<file path="src/rtl/accel_cmd_issuer.sv">
// Host-side launcher for the accelerator: sends the 5-word layer descriptor burst, then
// paces one DVAL per PE_SIZE-input chunk and tracks add_done/neuron_done responses.
module accel_cmd_issuer #(
  parameter int PE_SIZE = 16,
  parameter int TIMEOUT = 1024
) (
  input  logic        clk,
  input  logic        rst,
  input  logic        start,
  input  logic [15:0] base_in_addr,
  input  logic [15:0] weight_addr,
  input  logic [15:0] out_addr,
  input  logic [15:0] n_in,
  input  logic [15:0] n_out,
  input  logic        dram_ready,
  input  logic        add_done,
  input  logic        neuron_done,
  output logic        Enable,
  output logic [15:0] databus,
  output logic        busrdwr,
  output logic        DVAL,
  output logic        busy,
  output logic        done,
  output logic        err,
  output logic [9:0]  neuron_cnt
);

  localparam int SHIFT = $clog2(PE_SIZE);
  localparam int WDW = $clog2(TIMEOUT + 1);
  localparam logic [15:0] PE_MASK = 16'(PE_SIZE - 1);
  localparam logic [WDW-1:0] WDOG_LAST = WDW'(TIMEOUT - 1);

  typedef enum logic [2:0] {IDLE, LAUNCH, SEND, ISSUE, WAIT_ADD, CHECK} state_t;

  state_t state, state_n;
  logic [15:0] base_q, weight_q, out_q, n_in_q, n_out_q;
  logic [2:0] word_idx, word_idx_n;
  logic [WDW-1:0] wdog, wdog_n;
  logic [11:0] chunk_cnt, chunk_cnt_n;
  logic [9:0] neuron_n;
  logic [15:0] databus_n, chunk_total;
  logic enable_n, busrdwr_n, dval_n, done_n, err_n;
  logic latch, go_issue, last, bad_desc;

  assign chunk_total = n_in_q >> SHIFT;
  assign last = ({4'd0, chunk_cnt} == chunk_total);
  assign bad_desc = (n_in == 16'd0) || ((n_in & PE_MASK) != 16'd0) ||
                    (n_out == 16'd0) || (n_out > 16'd1023);

  // Next state and next output values; every output is registered below, so a DVAL
  // decision made on the edge leaving SEND/CHECK/ISSUE shows up in the following cycle.
  always_comb begin
    state_n     = state;
    word_idx_n  = word_idx;
    wdog_n      = wdog;
    chunk_cnt_n = chunk_cnt;
    neuron_n    = neuron_cnt;
    databus_n   = 16'd0;
    enable_n    = 1'b0;
    busrdwr_n   = 1'b0;
    dval_n      = 1'b0;
    done_n      = 1'b0;
    err_n       = 1'b0;
    latch       = 1'b0;
    go_issue    = 1'b0;
    case (state)
      IDLE: begin
        if (start) begin
          latch = 1'b1;
          if (bad_desc) begin
            err_n = 1'b1;
          end else begin
            state_n     = LAUNCH;
            enable_n    = 1'b1;
            neuron_n    = 10'd0;
            chunk_cnt_n = 12'd0;
          end
        end
      end
      LAUNCH: begin
        state_n    = SEND;
        word_idx_n = 3'd0;
        busrdwr_n  = 1'b1;
        databus_n  = base_q;
      end
      SEND: begin
        word_idx_n = word_idx + 3'd1;
        busrdwr_n  = 1'b1;
        case (word_idx)
          3'd0:    databus_n = weight_q;
          3'd1:    databus_n = out_q;
          3'd2:    databus_n = n_in_q;
          3'd3:    databus_n = n_out_q;
          default: begin
            busrdwr_n = 1'b0;
            go_issue  = 1'b1;
          end
        endcase
      end
      ISSUE: go_issue = 1'b1;
      WAIT_ADD: begin
        if (neuron_done) begin
          err_n   = 1'b1;
          state_n = IDLE;
        end else if (add_done) begin
          chunk_cnt_n = chunk_cnt + 12'd1;
          state_n     = CHECK;
        end else if (wdog == WDOG_LAST) begin
          err_n   = 1'b1;
          state_n = IDLE;
        end else begin
          wdog_n = wdog + 1'b1;
        end
      end
      CHECK: begin
        if (last && neuron_done) begin
          chunk_cnt_n = 12'd0;
          neuron_n    = neuron_cnt + 10'd1;
          if (({6'd0, neuron_cnt} + 16'd1) == n_out_q) begin
            done_n  = 1'b1;
            state_n = IDLE;
          end else begin
            go_issue = 1'b1;
          end
        end else if (last != neuron_done) begin
          err_n   = 1'b1;
          state_n = IDLE;
        end else begin
          go_issue = 1'b1;
        end
      end
      default: state_n = IDLE;
    endcase
    if (go_issue) begin
      if (dram_ready) begin
        state_n = WAIT_ADD;
        dval_n  = 1'b1;
        wdog_n  = '0;
      end else begin
        state_n = ISSUE;
      end
    end
  end

  always_ff @(posedge clk) begin
    if (rst) begin
      state      <= IDLE;
      base_q     <= 16'd0;
      weight_q   <= 16'd0;
      out_q      <= 16'd0;
      n_in_q     <= 16'd0;
      n_out_q    <= 16'd0;
      word_idx   <= 3'd0;
      wdog       <= '0;
      chunk_cnt  <= 12'd0;
      neuron_cnt <= 10'd0;
      Enable     <= 1'b0;
      databus    <= 16'd0;
      busrdwr    <= 1'b0;
      DVAL       <= 1'b0;
      busy       <= 1'b0;
      done       <= 1'b0;
      err        <= 1'b0;
    end else begin
      state      <= state_n;
      word_idx   <= word_idx_n;
      wdog       <= wdog_n;
      chunk_cnt  <= chunk_cnt_n;
      neuron_cnt <= neuron_n;
      Enable     <= enable_n;
      databus    <= databus_n;
      busrdwr    <= busrdwr_n;
      DVAL       <= dval_n;
      busy       <= (state_n != IDLE);
      done       <= done_n;
      err        <= err_n;
      if (latch) begin
        base_q   <= base_in_addr;
        weight_q <= weight_addr;
        out_q    <= out_addr;
        n_in_q   <= n_in;
        n_out_q  <= n_out;
      end
    end
  end

endmodule

</file>
<file path="config.mk">
export PLATFORM = sky130hd
export DESIGN_NAME = accel_cmd_issuer
export DESIGN_NICKNAME = d
export VERILOG_FILES = /design/src/rtl/accel_cmd_issuer.sv
export SDC_FILE = /design/constraint.sdc
export NUM_CORES = 1
export LEC_CHECK = 0
export ABC_AREA = 1
export ABC_CLOCK_PERIOD_IN_PS = 6400
export BUFFER_PORTS_ARGS = -buffer_cell sky130_fd_sc_hd__buf_4
export CAP_MARGIN = 20
export CELL_PAD_IN_SITES_DETAIL_PLACEMENT = 0
export CELL_PAD_IN_SITES_GLOBAL_PLACEMENT = 2
export CORE_AREA = 2 2 144 146
export DETAILED_ROUTE_END_ITERATION = 16
export DIE_AREA = 0 0 146 148
export GPL_ROUTABILITY_DRIVEN = 0
export PLACE_DENSITY = 0.83
export SETUP_SLACK_MARGIN = 0.2
export SLEW_MARGIN = 20
export SYNTH_ARGS = -nofsm -noshare
export SYNTH_HDL_FRONTEND = slang
export SYNTH_SLANG_ARGS = --single-unit
</file>
<file path="constraint.sdc">
create_clock -name clk -period 6.4 [get_ports clk]
set_input_delay 0.96 -clock clk [delete_from_list [all_inputs] [get_ports clk]]
set_output_delay 0.96 -clock clk [all_outputs]
set_load 0.05 [all_outputs]
</file>
==> metrics.cfg <==
[outcome]
status = completed

[synth]
ys_warn_count = 0
netlist_instances = 912
synth_cell_types = 41
synth_area_leader_cell = dfxtp_1
postSynth.asyncResetShare = 0
synth_flop_cell = dfxtp_1
synth_edf_count = 0
synth_area_um2 = 6550
netlist.area_leader.share = 0.431
synthTopCellsByArea = dfxtp_1 43%, nand2_1 13%, a21oi_1 9.2%
synth_nets = 1007
yosysSeqAreaShare = 0.431
synth-seq-cells = 141
syn_avg_cell_area_um2 = 7.18

[global_routing]
grt_max_degree = 89
grt_pass1_wl_um = 31300
overflow = 0
grt.total_usage = 0.186
antenna_found_initial = 0
first_global_vias = 5892

[power_and_ir_drop]
internal-power_mw = 1.54
peakVddDrop_mv = 0.158
power_frac_seq = 0.446
total_power_mw = 2.08
clock_power_share = 0.477
switching_power_mw = 0.537
comb_power_share = 0.077
p_per_area_nw_per_um2 = 252
p_leak_nw = 3.34
swShare = 0.259

[drt]
ant_nets = 0
drt-total-wl_um = 19700
wire_per_inst_um = 15.2
via_per_inst = 4.66
dr.pass1.iters = 6
dr_total_vias = 6039
drt_iter0_markers = 446
drc_errors = 0

[floorplanning]
rows = 52
coreArea_um2 = 20000
dieArea_um2 = 21600
chipWidth_um = 146
start_util = 0.327
io_pins = 118
die_y_um = 148

[worst_setup_path]
max_stage_delay_ns = 0.45
cp_top_family = simple AND/OR/NAND/NOR gates
cp-end-kind = flop
start_kind = flop
crit_chain = inv_1 > nand2_1 > nand4_1 > nor4_1 > ha_1 > nor2_1 > a2111oi_4 > nand2_4 > nor2_8 > inv_2 > o21ai_0 > a21oi_1
crit_slowest_cell = dfxtp_1
path_class = flop to flop
reg2reg_setup_slack_ns = 3.53
cp.buffers_inverters = 2
crit_arrival_ns = 3.18
cp.required_ns = 6.71
crit_path_max_fanout = 16

[layout]
nets = 1109
num-fill-cells = 2194
layout_commonest_cell = nand2_1
layout_common_cells = 227 x nand2_1, 141 x dfxtp_1, 121 x buf_4, 120 x a21oi_1, 86 x nor2_1
syn2layout_area_growth_pct = 26.0
fin_cells = 1297
diodes = 0
post-route-util = 0.412
layout-drive-gt1-share = 0.189

[placed_design]
dp_cells = 1265
hpwlAfterDp_um = 14400
portBuffers = 117

[timing]
finalSetupViolCount = 0
slew-limit-headroom = 0.348
setup_tns_ns = 0
tightest_slew_ns = 0.977
fmax_mhz = 349
drv_slew = 0
skew_ns = 0.00995
fin_crit_ns = 2.87
fin_crit_sh = 0.448
rsz0062_at_grt = no
final-hold-violation-count = 0
fin_hold_ws_ns = 0.461

[run]
max_cap_viol_count = 0

[clock_network]
path_clk_slew_ns = 0.07
cts_buffer_depth = 2
clock_latency_ns = 0.43
cts_setup_buffers = 0
ctsHoldBuffers = 0
h-tree-depth = 4
post_cts_resized = 0
cts_buffers = 17
cts_sinks = 141
clockRootBuffer = clkbuf_16
cts_tree = yes

[hold_path]
min_path_type = flop to flop

-- metal layers --
metal | routed length, um | global-route usage | part of all wire
met5 | 0 | 0 | 0
met4 | 293 | 0.0539 | 0.015
met3 | 658 | 0.0423 | 0.033
met2 | 9340 | 0.307 | 0.47
met1 | 9410 | 0.243 | 0.48
-- tightest hold or removal path, cell delays in order (launching register included) --
cell,delay [ns]
dfxtp_1,0.31
nand2_1,0.06
a21oi_1,0.05
-- path summary, 6_finish.rpt --
path	startpoint	cells after the start	endpoint
worst min register to register	word_idx[2]	2	word_idx[2]
worst max-delay path	chunk_cnt[4]	12	neuron_cnt[2]
worst max register to register	chunk_cnt[4]	12	neuron_cnt[2]
worst min-delay path	word_idx[2]	2	word_idx[2]
-- logic make-up after synthesis --
logic type / share of synthesized area
AO/OA/AOI/OAI: 0.172
flip-flops: 0.431
XOR/XNOR: 0.0294
AND/OR/NAND/NOR: 0.274
buffers and inverters: 0.0762
adder cells (fa/ha/maj): 0.0172
-- power groups by stage --
| stage | registers (mW) | clock network [mW] | logic, mW |
|---|---|---|---|
| final | 0.926 | 0.990 | 0.159 |
| after global routing | 0.929 | 1.05 | 0.178 |
| after CTS | 0.926 | 1.01 | 0.162 |
| after detailed placement | 0.946 | 0 | 0.161 |
| after global placement | 0.945 | 0 | 0.160 |
| after floorplan | 0.942 | 0 | 0.0837 |
-- final cells by class --
cell class	count	area, um^2	area share
Multi-Input combinational cell	645	3240	0.393
Sequential cell	141	2820	0.342
Timing Repair Buffer	122	936	0.113
Clock buffer	18	439	0.0532
Tap cell	270	338	0.0409
Inverter	87	327	0.0396
Clock inverter	14	148	0.0179
-- cell usage after synthesis, drive strengths merged, types with 11 or more instances --
library cell and instances:
nand2 234, o21ai 44, nand4 12, a21oi 121, nor2 104, dfxtp 141
inv 86, xor2 12, nor3 11, nand3 40, clkbuf 29
-- through the flow --
stage	cell area (um^2)	setup slack, ns
6_report	8250	3.53
5_1_grt	8250	3.30
4_1_cts	8250	3.55
3_5_place_dp	7660	3.42
3_3_place_gp	7630	3.45
2_1_floorplan	6550	4.03
-- sequential cells by signal, summed over array words and instances, names as in the netlist, 10 cells and up --
register and cells:
n_in_q 16, n_out_q 16, databus 16, weight_q 16, out_q 16, neuron_cnt 10
base_q 16, wdog 11, chunk_cnt 12
Power figures use the tool's default switching activity.
